**config.mk**
```make
export PLATFORM = sky130hd
export DESIGN_NAME = instruction_fetch
export DESIGN_NICKNAME = d
export VERILOG_FILES = /design/src/rtl/fetch_pkg.sv /design/src/rtl/instruction_fetch.sv
export SDC_FILE = /design/constraint.sdc
export NUM_CORES = 1
export LEC_CHECK = 0
export ABC_CLOCK_PERIOD_IN_PS = 2300
export BUFFER_PORTS_ARGS = -buffer_cell sky130_fd_sc_hd__buf_2
export CAP_MARGIN = 20
export CORE_AREA = 2 2 175 177
export DETAILED_ROUTE_END_ITERATION = 6
export DIE_AREA = 0 0 177 179
export PLACE_DENSITY = 0.67
export SETUP_SLACK_MARGIN = 0.3
export SYNTH_ARGS = -nofsm -noshare
export SYNTH_HDL_FRONTEND = slang
export SYNTH_SLANG_ARGS = --single-unit
```
**constraint.sdc**
```tcl
create_clock -name clk -period 2.3 [get_ports clk]
set_input_delay 0.345 -clock clk [delete_from_list [all_inputs] [get_ports clk]]
set_output_delay 0.345 -clock clk [all_outputs]
set_load 0.03 [all_outputs]
```
**src/rtl/fetch_pkg.sv**
```systemverilog
// Shared types and constants for the instruction fetch stage and its consumers.
package fetch_pkg;

  // Fetch sequencer states: issue a read, wait for its data, hand out two instructions.
  typedef enum logic [1:0] {
    REQ     = 2'd0,
    WAIT    = 2'd1,
    DELIVER = 2'd2
  } fetch_state_t;

  // Size of one RV64 instruction and of one instruction-memory word.
  localparam int INSN_BYTES = 4;
  localparam int WORD_BYTES = 8;

  // Byte-offset widths derived from the sizes above.
  localparam int INSN_OFF_W = $clog2(INSN_BYTES);
  localparam int WORD_OFF_W = $clog2(WORD_BYTES);

  // Canonical RV64 NOP (addi x0, x0, 0); the decoder injects it as a bubble.
  localparam logic [31:0] NOP_INSN = 32'h0000_0013;

endpackage

```
**src/rtl/instruction_fetch.sv**
```systemverilog
// Instruction fetch: owns the PC, reads 64-bit words from instruction memory one
// request at a time, and hands the two 32-bit instructions in each word to the
// decoder one per handshake. A redirect reloads the PC and discards any fetch
// already in flight so that stale instructions never reach the decoder.
module instruction_fetch
  import fetch_pkg::*;
#(
  parameter int                ADDR_W   = 64,
  parameter logic [ADDR_W-1:0] RESET_PC = '0
) (
  input  logic              clk,
  input  logic              reset,
  // instruction memory request channel (valid/ready)
  output logic              mem_req_valid,
  input  logic              mem_req_ready,
  output logic [ADDR_W-1:0] mem_req_addr,
  // instruction memory response channel (valid only)
  input  logic              mem_resp_valid,
  input  logic [63:0]       mem_resp_data,
  // instruction channel to the decoder
  output logic              ir_valid,
  input  logic              ir_ready,
  output logic [31:0]       ir,
  output logic [ADDR_W-1:0] ir_pc,
  // redirect from downstream
  input  logic              redirect_valid,
  input  logic [ADDR_W-1:0] redirect_pc
);

  // Sequencer state and datapath registers.
  fetch_state_t      state_reg, state_next;
  logic [ADDR_W-1:0] pc_reg, pc_next;
  logic [63:0]       buf_reg, buf_next;
  logic              drop_reg, drop_next;

  // Registered outputs and their next values.
  logic              mem_req_valid_reg, mem_req_valid_next;
  logic [ADDR_W-1:0] mem_req_addr_reg, mem_req_addr_next;
  logic              ir_valid_reg, ir_valid_next;
  logic [31:0]       ir_reg, ir_next;
  logic [ADDR_W-1:0] ir_pc_reg, ir_pc_next;

  // Handshake qualifiers and derived addresses.
  logic              req_fire;
  logic              ir_fire;
  logic              req_stalled;
  logic [ADDR_W-1:0] redirect_pc_aligned;
  logic [ADDR_W-1:0] pc_inc;

  // Low redirect bits carry no information: targets are always 4-byte aligned.
  logic [INSN_OFF_W-1:0] unused_redirect_bits;

  assign req_fire            = mem_req_valid_reg && mem_req_ready;
  assign ir_fire             = ir_valid_reg && ir_ready;
  assign req_stalled         = (state_reg == REQ) && mem_req_valid_reg && !mem_req_ready;
  assign redirect_pc_aligned = {redirect_pc[ADDR_W-1:INSN_OFF_W], {INSN_OFF_W{1'b0}}};
  assign pc_inc              = pc_reg + ADDR_W'(INSN_BYTES);
  assign unused_redirect_bits = redirect_pc[INSN_OFF_W-1:0];

  // State register: sequencer, PC, word buffer, drop flag and all registered outputs.
  always_ff @(posedge clk) begin
    if (reset) begin
      state_reg         <= REQ;
      pc_reg            <= RESET_PC;
      buf_reg           <= '0;
      drop_reg          <= 1'b0;
      mem_req_valid_reg <= 1'b0;
      mem_req_addr_reg  <= '0;
      ir_valid_reg      <= 1'b0;
      ir_reg            <= '0;
      ir_pc_reg         <= '0;
    end else begin
      state_reg         <= state_next;
      pc_reg            <= pc_next;
      buf_reg           <= buf_next;
      drop_reg          <= drop_next;
      mem_req_valid_reg <= mem_req_valid_next;
      mem_req_addr_reg  <= mem_req_addr_next;
      ir_valid_reg      <= ir_valid_next;
      ir_reg            <= ir_next;
      ir_pc_reg         <= ir_pc_next;
    end
  end

  // Next-state logic: sequencer transitions, PC advance/redirect, drop bookkeeping.
  always_comb begin
    state_next = state_reg;
    pc_next    = pc_reg;
    buf_next   = buf_reg;
    drop_next  = drop_reg;

    unique case (state_reg)
      REQ: begin
        if (req_fire) begin
          // A request accepted in the redirect cycle already points at the old PC.
          state_next = WAIT;
          if (redirect_valid) begin
            drop_next = 1'b1;
          end
        end else if (redirect_valid && mem_req_valid_reg) begin
          // The offered request cannot be withdrawn; mark its data for discard now.
          drop_next = 1'b1;
        end
      end

      WAIT: begin
        if (mem_resp_valid) begin
          if (drop_reg || redirect_valid) begin
            // Stale word: throw it away and refetch at the (possibly new) PC.
            drop_next  = 1'b0;
            state_next = REQ;
          end else begin
            buf_next   = mem_resp_data;
            state_next = DELIVER;
          end
        end else if (redirect_valid) begin
          drop_next = 1'b1;
        end
      end

      DELIVER: begin
        if (redirect_valid) begin
          // Any same-cycle handshake is void; the PC is simply replaced below.
          state_next = REQ;
        end else if (ir_fire) begin
          pc_next = pc_inc;
          // Leaving the upper half means the buffered word is exhausted.
          if (pc_reg[INSN_OFF_W]) begin
            state_next = REQ;
          end
        end
      end

      default: begin
        state_next = REQ;
      end
    endcase

    if (redirect_valid) begin
      pc_next = redirect_pc_aligned;
    end
  end

  // Output logic: next values of the registered request and instruction outputs.
  always_comb begin
    mem_req_valid_next = mem_req_valid_reg;
    mem_req_addr_next  = mem_req_addr_reg;
    ir_valid_next      = ir_valid_reg;
    ir_next            = ir_reg;
    ir_pc_next         = ir_pc_reg;

    if (state_next == REQ) begin
      // An offered-but-unaccepted request keeps its address, even across a redirect.
      if (!req_stalled) begin
        mem_req_valid_next = 1'b1;
        mem_req_addr_next  = {pc_next[ADDR_W-1:WORD_OFF_W], {WORD_OFF_W{1'b0}}};
      end
    end else begin
      mem_req_valid_next = 1'b0;
    end

    if (state_next == DELIVER) begin
      // Present a new instruction on entry or after a handshake; otherwise hold.
      if (state_reg != DELIVER || ir_fire) begin
        ir_valid_next = 1'b1;
        ir_next       = pc_next[INSN_OFF_W] ? buf_next[63:32] : buf_next[31:0];
        ir_pc_next    = pc_next;
      end
    end else begin
      ir_valid_next = 1'b0;
    end
  end

  assign mem_req_valid = mem_req_valid_reg;
  assign mem_req_addr  = mem_req_addr_reg;
  assign ir_valid      = ir_valid_reg;
  assign ir            = ir_reg;
  assign ir_pc         = ir_pc_reg;

endmodule

```
==> run summary, run 1 <==
Final Critical Period: 2.37 ns
Htree depth: 1
Initial antenna violation count: 4
Pwr dens: 688 nW/µm²
Fin. max-slew vios: 0
1st-iter DRT viols: 748
CTS Buffer Depth: 3
Syn Inst Count: 1470
CP Class: register to register
Synth area leaders: dfxtp_1, nor2_1, mux2i_1
Status: complete, but fails checks
CP startpoint kind: register
Vias in the first global route: 12100
Clk slew on worst S/H paths: 0.06 ns
Critical path required time: 2.72 ns
# rows: 64
Max Cap Viol: 0
Vias/cell: 5.54
Hold-critical path depth: 3
Final Wtd Congestion: 0.935
WL final: 43.5 mm
Clock Sinks: 290
Fmax: 421 MHz
Mean post-synth cell area: 8.38 µm²
GR Util All Layers: 25.6%
Post-DP Area: 15200 µm²
Post-Syn Area: 12300 µm²
Yosys warning total: 0
Critical Path End Type: register
Area leader, netlist: dfxtp_1
Largest net degree at the start of global routing: 136
CTS Buf Count: 30
Post-synthesis sequential area ratio: 47.1%
Worst Reg-to-Reg Cells: 7
Distinct cells, synth: 63
Gr ovfl total: 0
Async SR Flop Fraction: 0%
Prevailing post-synth register cell: dfxtp_1
Nets: 2013
Number of synthesized flops with an enable pin: 0
Die Y: 179 µm
Power Total: 12.4 mW
Worst slack at placement: -0.170 ns
Skew final: 0.0124 ns
Fillcell total: 2627
Die width: 177 µm
Crit share post-route: 103%
Final worst-path setup slack: -0.0729 ns
Max IR drop VDD: 518 µV
Post-route ant nets: 0
CP arrival: 2.79 ns
Placed wire-length estimate: 29.2 mm
Core box area: 30000 µm²
Worst Hold Class: input port to register
Final instance area: 18000 µm²
First-pass GRT wire length: 64.7 mm
Critical Path Fanout Max: 5
Initial Utilization: 41.0%
Actual slew at the worst max-slew pin: 0.666 ns
First-pass DRT Iterations: 6
Violated checks: setup timing
Number of remaining DRC errors: 0
IO Count: 296
Routed length per placed instance: 18.9 µm
CTS root buffer: clkbuf_16
CTS tree: built
Final setup fails: 13
Port bufs: 290
Die ar.: 31700 µm²
Endpoints failing hold: 0
Slew margin rel.: 55.6%
Via count: 12700
Clock insertion delay at the later pin of the skew report: 0.56 ns
Flops & latches, synth: 290
RSZ-0062 raised after global routing: yes
Leakage power: 8.23 nW
Area Overhead vs Synth: 46.1%
Layout cells sized above 1: 39.4%
Synth top area share: 47.1%
metrics by stage:
stage	hold slack, ns	TNS (ns)	utilization, %	std cells
2_1_floorplan	0.456	0	-	1472
3_3_place_gp	0.435	-0.366	50.5	2179
3_5_place_dp	0.440	-1.94	50.5	2179
4_1_cts	0.0254	-0.163	57.2	2272
5_1_grt	0.0227	-1.77	59.9	2297
6_report	0.0430	-0.457	59.9	2298
metal layers:
metal	track usage, %	share of wire, %	up-vias
met5	0	0.074	-
met4	8.40	3.6	6
met3	7.29	8.7	111
met2	43.5	47	477
met1	31.1	40	6095
li1	-	-	6031
timing repair:
action                                  4_1_cts  5_1_grt
hold endpoints to repair                      0        0
buffers inserted                             37       22
pin swaps                                   100       69
endpoints found under the setup margin      136      207
gates cloned                                  1        3
gates resized for setup                     151      120
hold buffers                                  0        0
layout make-up:
| class | instances | area, µm² | area share (%) |
|---|---|---|---|
| diodes | 1 | 2.50 | 0.0139 |
| clock buffers | 46 | 933 | 5.19 |
| clock inverters | 9 | 101 | 0.563 |
| inverters | 16 | 60.1 | 0.334 |
| multi-input cells | 1058 | 7320 | 40.7 |
| flip-flops and latches | 290 | 5840 | 32.5 |
| well taps | 396 | 495 | 2.75 |
| repair buffers | 482 | 3240 | 18.0 |
worst max-delay path: stages, from the launching register on:
cell and delay, ns:
dfxtp_1 0.37, nand4_1 0.18, or3_4 0.41, or4_4 0.60, buf_4 0.18, o21a_1 0.19
nor3_4 0.20, o41ai_2 0.10
logic make-up after synthesis:
logic type      Yosys count  synth area share [%]
compound gates          238                  12.9
flops                   290                  47.1
simple gates            700                  26.9
other cells               1                0.0304
mux                      79                  6.43
xor+xnor                 36                  2.56
fa+ha+maj                 1                 0.102
buf+inv                 125                  3.99
final timing paths:
check	start	endpoint	slack (ns)
min	mem_resp_data[33]	buf_reg[33]$_SDFF_PP0_	0.04
max	pc_reg[34]$_SDFF_PP0_	mem_req_addr[59]$_SDFFE_PP0P_	-0.07
min reg2reg	ir[0]$_SDFFE_PP0P_	ir[0]$_SDFFE_PP0P_	0.45
max reg2reg	pc_reg[34]$_SDFF_PP0_	mem_req_addr[59]$_SDFFE_PP0P_	-0.07
Yosys cell counts, types with 11 or more instances:
master and count:
nand4_1 36, nor3_1 54, xnor2_1 26, a21oi_1 74
o22ai_1 17, o21a_1 18, nor4_1 27, a211oi_1 32
clkbuf_1 86, nor2_1 210, dfxtp_1 290, buf_1 16
nand2_1 185, o21ai_0 25, nand3_1 107, mux2i_1 78
o41ai_1 31, and3_1 15, and2_1 11, inv_1 15
and4_1 12
layout by cell type, fill, tap and decap left out, types with 16 or more instances in the layout:
cell | Yosys | routed
nand2_1 | 185 | 177
a21oi_1 | 74 | 66
buf_4 | 3 | 149
mux2i_1 | 78 | 67
nor3_1 | 54 | 40
clkbuf_16 | 0 | 34
buf_6 | 1 | 25
buf_2 | 2 | 289
o41ai_1 | 31 | 24
a211oi_1 | 32 | 23
nand4_1 | 36 | 36
o22ai_1 | 17 | 16
dfxtp_2 | 0 | 18
nand3_1 | 107 | 90
nor2_2 | 0 | 19
nor2_1 | 210 | 188
dfxtp_1 | 290 | 268
nor4_4 | 1 | 16
power breakdown:
group | internal, mW | switching, mW | leakage, nW | total [mW]
logic | 0.715 | 1.19 | 5.35 | 1.90
clock network | 3.01 | 2.06 | 0.508 | 5.06
registers | 5.25 | 0.162 | 2.37 | 5.41
total | 8.97 | 3.40 | 8.23 | 12.4
No activity file was read; power rests on OpenSTA's default activity.
==> inputs of run 2 (changes only) <==
- CTS_BUF_LIST: default -> sky130_fd_sc_hd__clkbuf_16
- HOLD_SLACK_MARGIN: default -> 0.02
==> run 2 against run 1 <==
Against the previous run: the flow still finishes with violations (setup timing); final cell count down 0.26%; clock skew up 0.0024 ns; clock power down 5.9%; critical endpoint is now ir_pc[26]$_SDFFE_PP0P_; largest cell class unchanged.
==> run summary, run 2 (synthesis results as in run 1) <==
Gr ovfl total: 0
Max IR drop VDD: 521 µV
Routed length per placed instance: 18.9 µm
Largest net degree at the start of global routing: 136
Hold_ws: 0.0372 ns
Critical path required time: 2.79 ns
Most common cell after layout, fill and taps aside: buf_2
Via count: 12600
Leakage power: 8.16 nW
Post-route ant nets: 0
Actual slew at the worst max-slew pin: 0.626 ns
Violated checks: setup timing
First-pass DRT Iterations: 6
CP arrival: 2.85 ns
Critical-path cell list: buf_6, buf_12, nand4_1, buf_4, buf_6, or4_4, or3_4, nand3_2, o211ai_1, o21ai_1
Slew margin rel.: 58.3%
Critical Path End Type: register
Placed wire-length estimate: 29.2 mm
R2R setup slack: -0.06 ns
Hold-critical path depth: 3
Worst hold path endpoint: buf_reg[31]$_SDFF_PP0_
Layout cells sized above 1: 38.6%
Final Util: 59.5%
Pwr dens: 675 nW/µm²
Nets: 2007
Htree depth: 1
Most common cell on crit path: buf_6
Final worst-path setup slack: -0.0571 ns
IO Count: 296
Initial antenna violation count: 4
Critical R2R Launch: pc_reg[14]$_SDFF_PP0_
Max Cap Viol: 0
Final setup fails: 13
Crit-path slowest cell: or4_4
Critical path's largest stage delay: 0.47 ns
Number of remaining DRC errors: 0
Die Y: 179 µm
Skew final: 0.0148 ns
1st-iter DRT viols: 803
CTS root buffer: clkbuf_16
Fmax: 424 MHz
Die ar.: 31700 µm²
Die width: 177 µm
Worst Hold Class: input port to register
Most frequent cells in the layout: buf_2, dfxtp_1, nor2_1
Port bufs: 290
Hold path startpoint: mem_resp_data[31]
# rows: 64
Setup tns final: -0.345 ns
CTS Buf Count: 30
RSZ-0062 raised after global routing: yes
Vias in the first global route: 12100
CTS Buffer Depth: 3
Initial Utilization: 41.0%
Critical Path Fanout Max: 4
GR Util All Layers: 25.5%
Layout Cells excl Fill: 2292
Clk slew on worst S/H paths: 0.07 ns
Final Critical Period: 2.36 ns
Clock insertion delay at the later pin of the skew report: 0.56 ns
Clock Sinks: 290
CP Class: register to register
Core box area: 30000 µm²
Fillcell total: 2637
WL final: 43.3 mm
CP startpoint kind: register
CTS tree: built
Final Wtd Congestion: 0.935
Vias/cell: 5.51
Crit share post-route: 102%
Hold_buf cts: 0
Fin. max-slew vios: 0
Status: complete, but fails checks
Placed cell count: 2179
Worst Reg-to-Reg Cells: 10
Endpoints failing hold: 0
Area Overhead vs Synth: 45.1%
First-pass GRT wire length: 64.4 mm
Post-DP Area: 15200 µm²
R2R Path End: ir_pc[26]$_SDFFE_PP0P_
Final instance area: 17900 µm²
==> run 2: power by group <==
part / internal (mW) / switching [mW]
combinational: 0.710 / 1.18
clock: 2.71 / 2.05
sequential: 5.25 / 0.161
total: 8.67 / 3.39
==> run 2: what timing repair did <==
action,CTS,global route
setup endpoints to repair,136,207
resized for setup,149,121
setup buffers,38,15
pin swaps,101,61
gates cloned,1,3
==> run 2: final cells by class <==
class                           count  area [µm²]  area share [%]
Multi-Input combinational cell   1058        7310            40.9
Sequential cell                   290        5840            32.7
Timing Repair Buffer              476        3200            17.9
Clock buffer                       32         801            4.48
Tap cell                          396         495            2.77
Clock inverter                     23         154           0.861
Inverter                           16        60.1           0.336
Antenna cell                        1        2.50          0.0140
==> run 2: layer usage <==
| metal | vias to the layer above | GRT usage [%] | wire, µm |
|---|---|---|---|
| li1 | 6010 | - | - |
| met1 | 6036 | 31.1 | 17300 |
| met2 | 476 | 42.9 | 20500 |
| met3 | 99 | 6.89 | 3870 |
| met4 | 6 | 9.40 | 1530 |
| met5 | - | 0 | 32 |
==> run 2: stage by stage <==
step	total power [mW]	setup WS [ns]
floorplan	6.45	0.00386
global placement	7.10	-0.0817
detailed placement	7.13	-0.170
CTS	12.0	-0.0427
global route	12.5	-0.121
finish	12.1	-0.0571
==> run 2: critical path, delay by kind of cell (launching register included) <==
kind / cells / cell delay, ns
and+or+nand+nor: 4 / 1.09
AOI/OAI and AO/OA: 2 / 0.41
DFF: 1 / 0.33
buffers and inverters: 4 / 0.47
==> run 2: worst max-delay path by stage <==
stage                               start                       endpoint  slack (ns)  cells past startpoint
floorplan            pc_reg[2]$_SDFF_PP0_         ir_pc[55]$_SDFFE_PP0P_       0.004                      7
global placement     pc_reg[3]$_SDFF_PP0_  mem_req_addr[50]$_SDFFE_PP0P_       -0.08                      8
detailed placement  pc_reg[12]$_SDFF_PP0_  mem_req_addr[45]$_SDFFE_PP0P_       -0.17                      8
CTS                  pc_reg[3]$_SDFF_PP0_         ir_pc[55]$_SDFFE_PP0P_       -0.04                      7
global route        pc_reg[14]$_SDFF_PP0_  mem_req_addr[26]$_SDFFE_PP0P_       -0.12                     10
finish              pc_reg[14]$_SDFF_PP0_         ir_pc[26]$_SDFFE_PP0P_       -0.06                     10
==> inputs of run 3 (changes only) <==
- RECOVER_POWER: default -> 100
==> run 3 against run 2 <==
Against the previous run: the flow still finishes with violations (setup timing); hold slack lost 0.0012 ns; count of clock-buffer cells in the layout is the same; global-route usage is the same; worst setup slack lost 0.0073 ns; sequential power is essentially flat; clock skew grew 0.0019 ns; core utilization shrank 0.90 points; fmax shrank 0.31%; sequential cell count is the same; critical path depth is the same; clock power is essentially flat; die area is the same; critical path type unchanged.
==> run summary, run 3 (synthesis results as in run 1) <==
CP Class: register to register
Nets: 2007
CTS Buf Count: 30
Post-route ant nets: 0
Power Total: 12.0 mW
1st-iter DRT viols: 800
Met1 usage: 31.1%
Crit share post-route: 103%
Leakage power: 7.47 nW
P_int: 8.63 mW
Port bufs: 290
Switching Share: 28.3%
Area Overhead vs Synth: 42.9%
Critical path required time: 2.79 ns
NetSw: 3.40 mW
Fin. max-slew vios: 0
CP startpoint kind: register
CTS Buffer Depth: 3
IO Count: 296
Final instance area: 17600 µm²
Die Y: 179 µm
WL final: 43.3 mm
Endpoints failing hold: 0
Max Cap Viol: 0
Number of remaining DRC errors: 0
First-pass DRT Iterations: 5
Vias/cell: 5.50
Skew final: 0.0166 ns
Core box area: 30000 µm²
Hold_buf cts: 0
Family with the most delay on the worst path: simple AND/OR/NAND/NOR gates
Final Critical Period: 2.36 ns
Met3 usage: 6.89%
Comb pwr share: 15.3%
Layout cells sized above 1: 29.4%
Critical Path Fanout Max: 4
Crit-path slowest cell: or4_4
Vias in the first global route: 12100
Max IR drop VDD: 547 µV
Most common cell after layout, fill and taps aside: dfxtp_1
Initial antenna violation count: 4
RSZ-0062 raised after global routing: yes
Via count: 12600
Status: complete, but fails checks
Final worst-path setup slack: -0.0644 ns
Met2 usage: 42.9%
First-pass GRT wire length: 64.4 mm
CTS root buffer: clkbuf_16
Violated checks: setup timing
GR peak layer: met2
CP arrival: 2.86 ns
Routed length per placed instance: 18.9 µm
Critical-path cell list: buf_6, buf_12, nand4_1, buf_4, buf_6, or4_4, or3_4, nand3_2, o211ai_1, o21ai_1
# rows: 64
Slew margin rel.: 57.3%
Buffers plus inverters on the worst setup path: 4
Largest net degree at the start of global routing: 136
CTS tree: built
Placed wire-length estimate: 29.2 mm
Final setup fails: 12
Post-DP Area: 15200 µm²
Fmax: 423 MHz
Gr ovfl total: 0
Die ar.: 31700 µm²
Clock insertion delay at the later pin of the skew report: 0.57 ns
Most frequent cells in the layout: dfxtp_1, nor2_1, nand2_1
Clock group share of total power: 39.6%
Critical Path End Type: register
Htree depth: 1
GR Util All Layers: 25.5%
Final Util: 58.6%
Pwr dens: 683 nW/µm²
Die width: 177 µm
Initial Utilization: 41.0%
Worst Hold Class: input port to register
Most common cell on crit path: buf_6
Clock Sinks: 290
Actual slew at the worst max-slew pin: 0.640 ns
Sequential power share: 45.0%
Final Wtd Congestion: 0.935
Clk slew on worst S/H paths: 0.07 ns
Critical path's largest stage delay: 0.47 ns
[run 3: cell types whose count changed in the layout (fill, tap and decap cells not counted), sizes merged]
cell,change
buf,-169
clkbuf,+169
[run 3: power groups by stage]
stage                     combinational [mW]  sequential (mW)  clock [mW]
after floorplan                        0.693             5.76           0
after CTS                               1.75             5.40        4.84
after global routing                    1.97             5.44        5.01
after detailed placement                1.62             5.51           0
after global placement                  1.59             5.50           0
final                                   1.84             5.42        4.77
[run 3: per-layer routing]
layer	vias up	part of all wire, %
met4	6	3.4
li1	6011	-
met1	5997	40
met5	-	0.074
met3	94	8.9
met2	500	47
[run 3: what timing repair did]
| item | in CTS | in global routing |
|---|---|---|
| buffers inserted | 38 | 15 |
| hold endpoints to repair | 0 | 0 |
| setup endpoints to repair | 136 | 207 |
| cloned | 1 | 3 |
| gates resized for setup | 149 | 121 |
| pin swaps | 101 | 61 |
[run 3: worst reg2reg max path: cells and delay by family, from the launching register on]
family	cells	cell delay (ns)
AO/OA/AOI/OAI	2	0.42
buffers and inverters	4	0.47
flip-flops	1	0.34
AND/OR/NAND/NOR	4	1.09
[run 3: final timing paths]
check | from | to | slack, ns | cells after the start
worst min register to register | ir[0]$_SDFFE_PP0P_ | ir[0]$_SDFFE_PP0P_ | 0.45 | 2
worst min-delay path | mem_resp_data[33] | buf_reg[33]$_SDFF_PP0_ | 0.04 | 3
worst max-delay path | pc_reg[14]$_SDFF_PP0_ | ir_pc[26]$_SDFFE_PP0P_ | -0.06 | 10
worst max register to register | pc_reg[14]$_SDFF_PP0_ | ir_pc[26]$_SDFFE_PP0P_ | -0.06 | 10
[run 3: final cells by class]
cell class	count	area, µm²
inverters	16	60.1
diodes	1	2.50
clock buffers	32	801
flip-flops and latches	290	5840
well taps	396	495
multi-input cells	1058	7260
repair buffers	476	2980
fillers	2741	12400
clock inverters	23	154
[run 3: through the flow]
| stage | std cells | setup TNS [ns] | hold WS [ns] | worst slack, ns |
|---|---|---|---|---|
| detailed placement | 2179 | -1.94 | 0.440 | -0.170 |
| CTS | 2273 | -0.161 | 0.0256 | -0.0427 |
| floorplan | 1472 | 0 | 0.456 | 0.00386 |
| global placement | 2179 | -0.366 | 0.435 | -0.0817 |
| finish | 2292 | -0.406 | 0.0360 | -0.0644 |
| global route | 2291 | -2.54 | 0.0260 | -0.121 |
